**config.mk**
```make
export PLATFORM = sky130hd
export DESIGN_NAME = brainfuck_uart_tx
export DESIGN_NICKNAME = d
export VERILOG_FILES = /design/src/rtl/brainfuck_uart_pkg.sv /design/src/rtl/brainfuck_byte_fifo.sv /design/src/rtl/brainfuck_uart_tx.sv
export SDC_FILE = /design/constraint.sdc
export NUM_CORES = 1
export LEC_CHECK = 0
export ABC_AREA = 1
export CAP_MARGIN = 10
export CORE_MARGIN = 10
export CORE_UTILIZATION = 55
export CTS_CLUSTER_SIZE = 20
export DETAILED_ROUTE_END_ITERATION = 8
export PLACE_DENSITY = 0.81
export SYNTH_ARGS = -nofsm -noshare
export SYNTH_HDL_FRONTEND = slang
export SYNTH_SLANG_ARGS = --single-unit
```
**constraint.sdc**
```tcl
create_clock -name clk -period 2.4 [get_ports clk]
set_clock_uncertainty 0.05 [all_clocks]
set_input_delay 0.48 -clock clk [delete_from_list [all_inputs] [get_ports clk]]
set_output_delay 0.48 -clock clk [all_outputs]
set_load 0.02 [all_outputs]
```
**src/rtl/brainfuck_uart_pkg.sv**
```systemverilog
// Shared definitions for the interpreter's UART transmit path.
package brainfuck_uart_pkg;

    // Serialiser states; encodings are fixed so debug probes stay readable.
    typedef enum logic [1:0] {
        TX_IDLE  = 2'd0,
        TX_START = 2'd1,
        TX_DATA  = 2'd2,
        TX_STOP  = 2'd3
    } tx_state_t;

    // 8N1: one start bit, eight data bits, one stop bit.
    localparam int UART_FRAME_BITS = 10;
    localparam int UART_DATA_BITS  = UART_FRAME_BITS - 2;

endpackage

```
**src/rtl/brainfuck_byte_fifo.sv**
```systemverilog
// Small synchronous byte FIFO with first-word-fall-through read data.
// Writes while full and reads while empty are ignored.
module brainfuck_byte_fifo #(
    parameter int FIFO_ADDR_WIDTH = 4
) (
    input  logic                     clk,
    input  logic                     rst_i,
    input  logic [7:0]               wr_data,
    input  logic                     wr_en,
    input  logic                     rd_en,
    output logic [7:0]               rd_data,
    output logic                     empty,
    output logic                     full,
    output logic [FIFO_ADDR_WIDTH:0] count
);

    localparam int DEPTH = 2 ** FIFO_ADDR_WIDTH;

    logic [7:0]                 mem [DEPTH];
    logic [FIFO_ADDR_WIDTH-1:0] wr_ptr;
    logic [FIFO_ADDR_WIDTH-1:0] rd_ptr;
    logic                       do_wr;
    logic                       do_rd;

    assign do_wr   = wr_en && !full;
    assign do_rd   = rd_en && !empty;
    assign empty   = (count == '0);
    assign full    = (count == (FIFO_ADDR_WIDTH + 1)'(DEPTH));
    assign rd_data = mem[rd_ptr];

    // Storage array: written on accepted writes.
    // NOTE: the data array has no reset; occupancy is tracked by count, so stale contents are never observed and the array maps onto plain RAM.
    always_ff @(posedge clk) begin
        if (do_wr) begin
            mem[wr_ptr] <= wr_data;
        end
    end

    // Pointer and occupancy bookkeeping; pointers wrap naturally modulo DEPTH.
    // NOTE: sequential state uses non-blocking assignments so every register samples pre-edge values.
    always_ff @(posedge clk or posedge rst_i) begin
        if (rst_i) begin
            wr_ptr <= '0;
            rd_ptr <= '0;
            count  <= '0;
        end else begin
            if (do_wr) wr_ptr <= wr_ptr + 1'b1;
            if (do_rd) rd_ptr <= rd_ptr + 1'b1;
            case ({do_wr, do_rd})
                2'b10:   count <= count + 1'b1;
                2'b01:   count <= count - 1'b1;
                default: count <= count;
            endcase
        end
    end

endmodule

```
**src/rtl/brainfuck_uart_tx.sv**
```systemverilog
// Buffers interpreter output bytes and serialises them as 8N1 UART, LSB first.
// output_busy is FIFO-full backpressure; overflow is sticky until reset.
module brainfuck_uart_tx
    import brainfuck_uart_pkg::*;
#(
    parameter int CLK_DIV         = 434,
    parameter int FIFO_ADDR_WIDTH = 4
) (
    input  logic       clk,
    input  logic       rst_i,
    input  logic [7:0] output_data,
    input  logic       output_write,
    output logic       output_busy,
    output logic       tx,
    output logic       idle,
    output logic       overflow
);

    localparam int                BAUD_W      = $clog2(CLK_DIV);
    localparam logic [BAUD_W-1:0] BAUD_RELOAD = BAUD_W'(CLK_DIV - 1);
    localparam logic [2:0]        LAST_BIT    = 3'(UART_DATA_BITS - 1);

    tx_state_t                state;
    logic [BAUD_W-1:0]        baud_cnt;
    logic [2:0]               bit_idx;
    logic [7:0]               shift;

    logic                     fifo_wr;
    logic                     fifo_pop;
    logic [7:0]               fifo_rd_data;
    logic                     fifo_empty;
    logic                     fifo_full;
    logic [FIFO_ADDR_WIDTH:0] fifo_count;

    assign output_busy = fifo_full;
    assign fifo_wr     = output_write && !output_busy;
    // A new byte is taken from the FIFO when idle, or at the end of a stop bit
    // so consecutive frames follow with no gap.
    assign fifo_pop    = !fifo_empty &&
                         ((state == TX_IDLE) || (state == TX_STOP && baud_cnt == '0));
    assign idle        = (fifo_count == '0) && (state == TX_IDLE);

    brainfuck_byte_fifo #(
        .FIFO_ADDR_WIDTH (FIFO_ADDR_WIDTH)
    ) u_fifo (
        .clk     (clk),
        .rst_i   (rst_i),
        .wr_data (output_data),
        .wr_en   (fifo_wr),
        .rd_en   (fifo_pop),
        .rd_data (fifo_rd_data),
        .empty   (fifo_empty),
        .full    (fifo_full),
        .count   (fifo_count)
    );

    // Sticky flag: a write strobe while the FIFO is full loses that byte.
    always_ff @(posedge clk or posedge rst_i) begin
        if (rst_i) begin
            overflow <= 1'b0;
        end else if (output_write && output_busy) begin
            overflow <= 1'b1;
        end
    end

    // Serialiser: tx is registered and set one cycle ahead for each bit.
    always_ff @(posedge clk or posedge rst_i) begin
        if (rst_i) begin
            state    <= TX_IDLE;
            baud_cnt <= '0;
            bit_idx  <= '0;
            shift    <= '0;
            tx       <= 1'b1;
        end else begin
            case (state)
                TX_IDLE: begin
                    tx <= 1'b1;
                    if (fifo_pop) begin
                        shift    <= fifo_rd_data;
                        baud_cnt <= BAUD_RELOAD;
                        tx       <= 1'b0;
                        state    <= TX_START;
                    end
                end
                TX_START: begin
                    if (baud_cnt == '0) begin
                        baud_cnt <= BAUD_RELOAD;
                        bit_idx  <= '0;
                        tx       <= shift[0];
                        state    <= TX_DATA;
                    end else begin
                        baud_cnt <= baud_cnt - 1'b1;
                    end
                end
                TX_DATA: begin
                    if (baud_cnt == '0) begin
                        baud_cnt <= BAUD_RELOAD;
                        shift    <= shift >> 1;
                        bit_idx  <= bit_idx + 3'd1;
                        if (bit_idx == LAST_BIT) begin
                            tx    <= 1'b1;
                            state <= TX_STOP;
                        end else begin
                            tx <= shift[1];
                        end
                    end else begin
                        baud_cnt <= baud_cnt - 1'b1;
                    end
                end
                TX_STOP: begin
                    if (baud_cnt == '0) begin
                        if (fifo_pop) begin
                            shift    <= fifo_rd_data;
                            baud_cnt <= BAUD_RELOAD;
                            tx       <= 1'b0;
                            state    <= TX_START;
                        end else begin
                            tx    <= 1'b1;
                            state <= TX_IDLE;
                        end
                    end else begin
                        baud_cnt <= baud_cnt - 1'b1;
                    end
                end
                default: begin
                    tx    <= 1'b1;
                    state <= TX_IDLE;
                end
            endcase
        end
    end

endmodule

```
==> reports/results.ini, run 1 <==
[outcome]
status=finished clean

[synthesis]
synth_edf_count=128
synthDistinctLibCells=39
synth_flop_cell=edfxtp_1
netlist_top_cells_count=edfxtp_1, nor2_1, o21ai_0, nand2_1, inv_1
synthesis.area_um2=7200
ys_seq_area_share_pct=66.2
yosys.area.top_type=edfxtp_1
synth.most_common_cell=edfxtp_1
synth_fp_nets=656
synthArstFlopShare_pct=22.4
synth_area_per_cell_um2=11.5
netlist_instances=628
synth.top_cell.area_share_pct=53.4
synth-seq-cells=165
ys.warnings.count=0
yosys-top-cells-area=edfxtp_1, dfrtp_1, o21ai_0

[layout]
area_growth_pct=16.6
fin_area_um2=8400
finalNetCount=702
seqCellArea_um2=4770
n_antenna_cell=0
drive_gt1_share_pct=14.4
nFillCells=933
multiInputGateArea_um2=2150

[global_route]
grt_first_pass_wirelength_mm=26.5
first_global_vias=5083
grtUsageTotal_pct=18.7
gr-total-overflow=0
grt_max_degree=67
antenna_found_initial=0

[clock_tree]
cts_buffers=17
clk_pin_slew_ns=0.07
clk_latency_ns=0.44
clockBufferDepth=2
cts_tree=done
cts.sinks=165
root_buffer=clkbuf_16
cts-htree-levels=4

[critical_path]
required_ns=2.72
critical_path_class=reg2reg
r2r_setup_slack_ns=0.01
worstRegToRegCells=19
max_stage_delay_ns=0.41
crit_family=simple AND/OR/NAND/NOR gates
startpoint=baud_cnt[0]
critPathLaunchType=flop
crit_path_end=u_fifo.count[4]
crit_path_frequent_cell=nand2_1
crit_path_end_kind=flop
crit_cells=19
path_max_fanout=4
critPathBufInv=1
rr_startpoint=baud_cnt[0]
crit_arrival_ns=2.71
r2r_end=u_fifo.count[4]
critical_path.cell_chain=inv_2 -> ha_1 -> nand2_1 -> nor2_2 -> nand3_2 -> nand2_4 -> nand3_1 -> nand2_1 -> and2_1 -> ha_2 -> a21oi_2 -> or2_4 -> nand2_2 -> nand2_2 -> nand2_1 -> nand2_1 -> nand2_1 -> nand2_1 -> nand2_1
critPathSlowestCell=dfrtp_1

[placed_design]
dpl_cell_area_um2=7710
gp_congestion=0.864
place_ws_ns=-0.0800
io_buffer_count=14
dp_hpwl_mm=10.2

[pwr]
irDropWorstVdd_mv=0.615
p_leak_nw=3.23
power_mw=7.20
p_per_area_nw_per_um2=857

[drt]
vias=5141
post-route-drc-count=0
drt_iter0_drc=611
routed_wl_mm=16.4
drtPass1Iterations=8
via_per_inst=5.98
final_antenna_net_count=0
wire_per_inst_um=19.1

[floorplan]
die_h_um=134
die-area_um2=18100
die_w_um=134
num_io_pins=15
start_util_pct=56.6
num_rows=41
core_um2=12700

[min_path]
holdPathStages=1
min_path_type=reg2reg

[sta]
fin_crit_ns=2.39
setup_ws_ns=0.0139
setup_viol=0
whs_ns=0.412
tightest_slew_ns=0.734
slew_violations=0
relSlewSlack_pct=50.9
setup_tns_ns=0
max_freq_mhz=419
finalCritPeriodShare_pct=99.4
hold_viol=0

[flow_run]
drv_cap=0

==> worst min-delay path by stage <==
stage	startpoint	end	slack (ns)
floorplan	bit_idx[0]	bit_idx[0]	0.40
global placement	overflow	overflow	0.39
detailed placement	overflow	overflow	0.40
CTS	rst_i	overflow	0.42
global route	overflow	overflow	0.45
finish	overflow	overflow	0.41
==> layer usage <==
layer | part of all wire [%] | track usage [%]
met1 | 40 | 23.7
met2 | 49 | 30.3
met3 | 8.1 | 4.30
met4 | 2.4 | 8.04
met5 | 0 | 0
==> cells in the final DEF, fill, tap and decap left out, drive strengths merged <==
cell           Yosys  final
buf               14     39
dlygate4sd2        0      2
a21o               1      1
dfstp              1      1
nor2              95     95
a31oi              1      1
clkinvlp           0      1
nand2             68     68
clkdlybuf4s50      0     12
o211ai            14     14
nand3             19     19
edfxtp           128    128
ha                17     17
and2               1      1
o22ai             20     20
xor2               9      9
o221ai            17     17
a21oi             15     15
nand4              7      7
inv               52     58
dfrtp             36     36
bufinv             0      3
o21ai             91     91
clkbuf            12     17
xnor2              3      3
or2                1      1
o31ai              2      2
o21a               1      1
clkinv             2      7
nand3b             1      1
==> stage by stage <==
step | cells | utilization [%]
after floorplan | 628 | -
after global placement | 822 | 60.6
after detailed placement | 822 | 60.6
after CTS | 854 | 65.5
after global routing | 859 | 66.0
final | 859 | 66.0
==> kinds of logic (layout without fill, tap and decap cells) <==
kind of cell             count (synthesis)  count (layout)  synth area share, %
flip-flops                             165             165                 66.2
adder cells (fa/ha/maj)                 17              17                 2.95
buffers and inverters                   80             139                 4.50
AO/OA/AOI/OAI                          162             162                 13.3
XOR/XNOR                                12              12                 1.46
AND/OR/NAND/NOR                        192             192                 11.6
==> repair_timing <==
| action | CTS | global route |
|---|---|---|
| setup endpoints to repair | 2 | 2 |
| hold buffers | 0 | 0 |
| setup buffers | 0 | 5 |
| gates resized for setup | 4 | 10 |
| pin swaps | 0 | 3 |
| endpoints found under the hold margin | 0 | 0 |
==> power by group <==
part / internal, mW / switching, mW / total (mW) / leakage, nW
logic: 0.302 / 0.568 / 0.870 / 1.32
clock network: 1.66 / 1.14 / 2.80 / 0.302
registers: 3.39 / 0.141 / 3.53 / 1.61
==> state kept, by name (all words and copies together) (netlist names) <==
register,cells
u_fifo.mem,128
baud_cnt,9
shift,8
u_fifo.count,5
u_fifo.rd_ptr,4
u_fifo.wr_ptr,4
bit_idx,3
state,2
overflow,1
tx,1
==> area by class of cell <==
type	count	area share [%]
Timing Repair Buffer	53	5.27
Tap cell	172	2.56
Clock buffer	17	5.06
Multi-Input combinational cell	383	25.6
Clock inverter	15	2.28
Inverter	54	2.47
Sequential cell	165	56.8
No activity file was read; power rests on OpenSTA's default activity.
==> run 2, diff against run 1 <==
- CTS_CLUSTER_SIZE: 20 -> default
==> results of run 2 <==
The final DEF is identical to that of run 1; final timing and power are the same.
==> run 3, diff against run 2 <==
- CAP_MARGIN: 10 -> 40
==> results of run 3 <==
The final DEF is identical to that of run 1; final timing and power are the same.
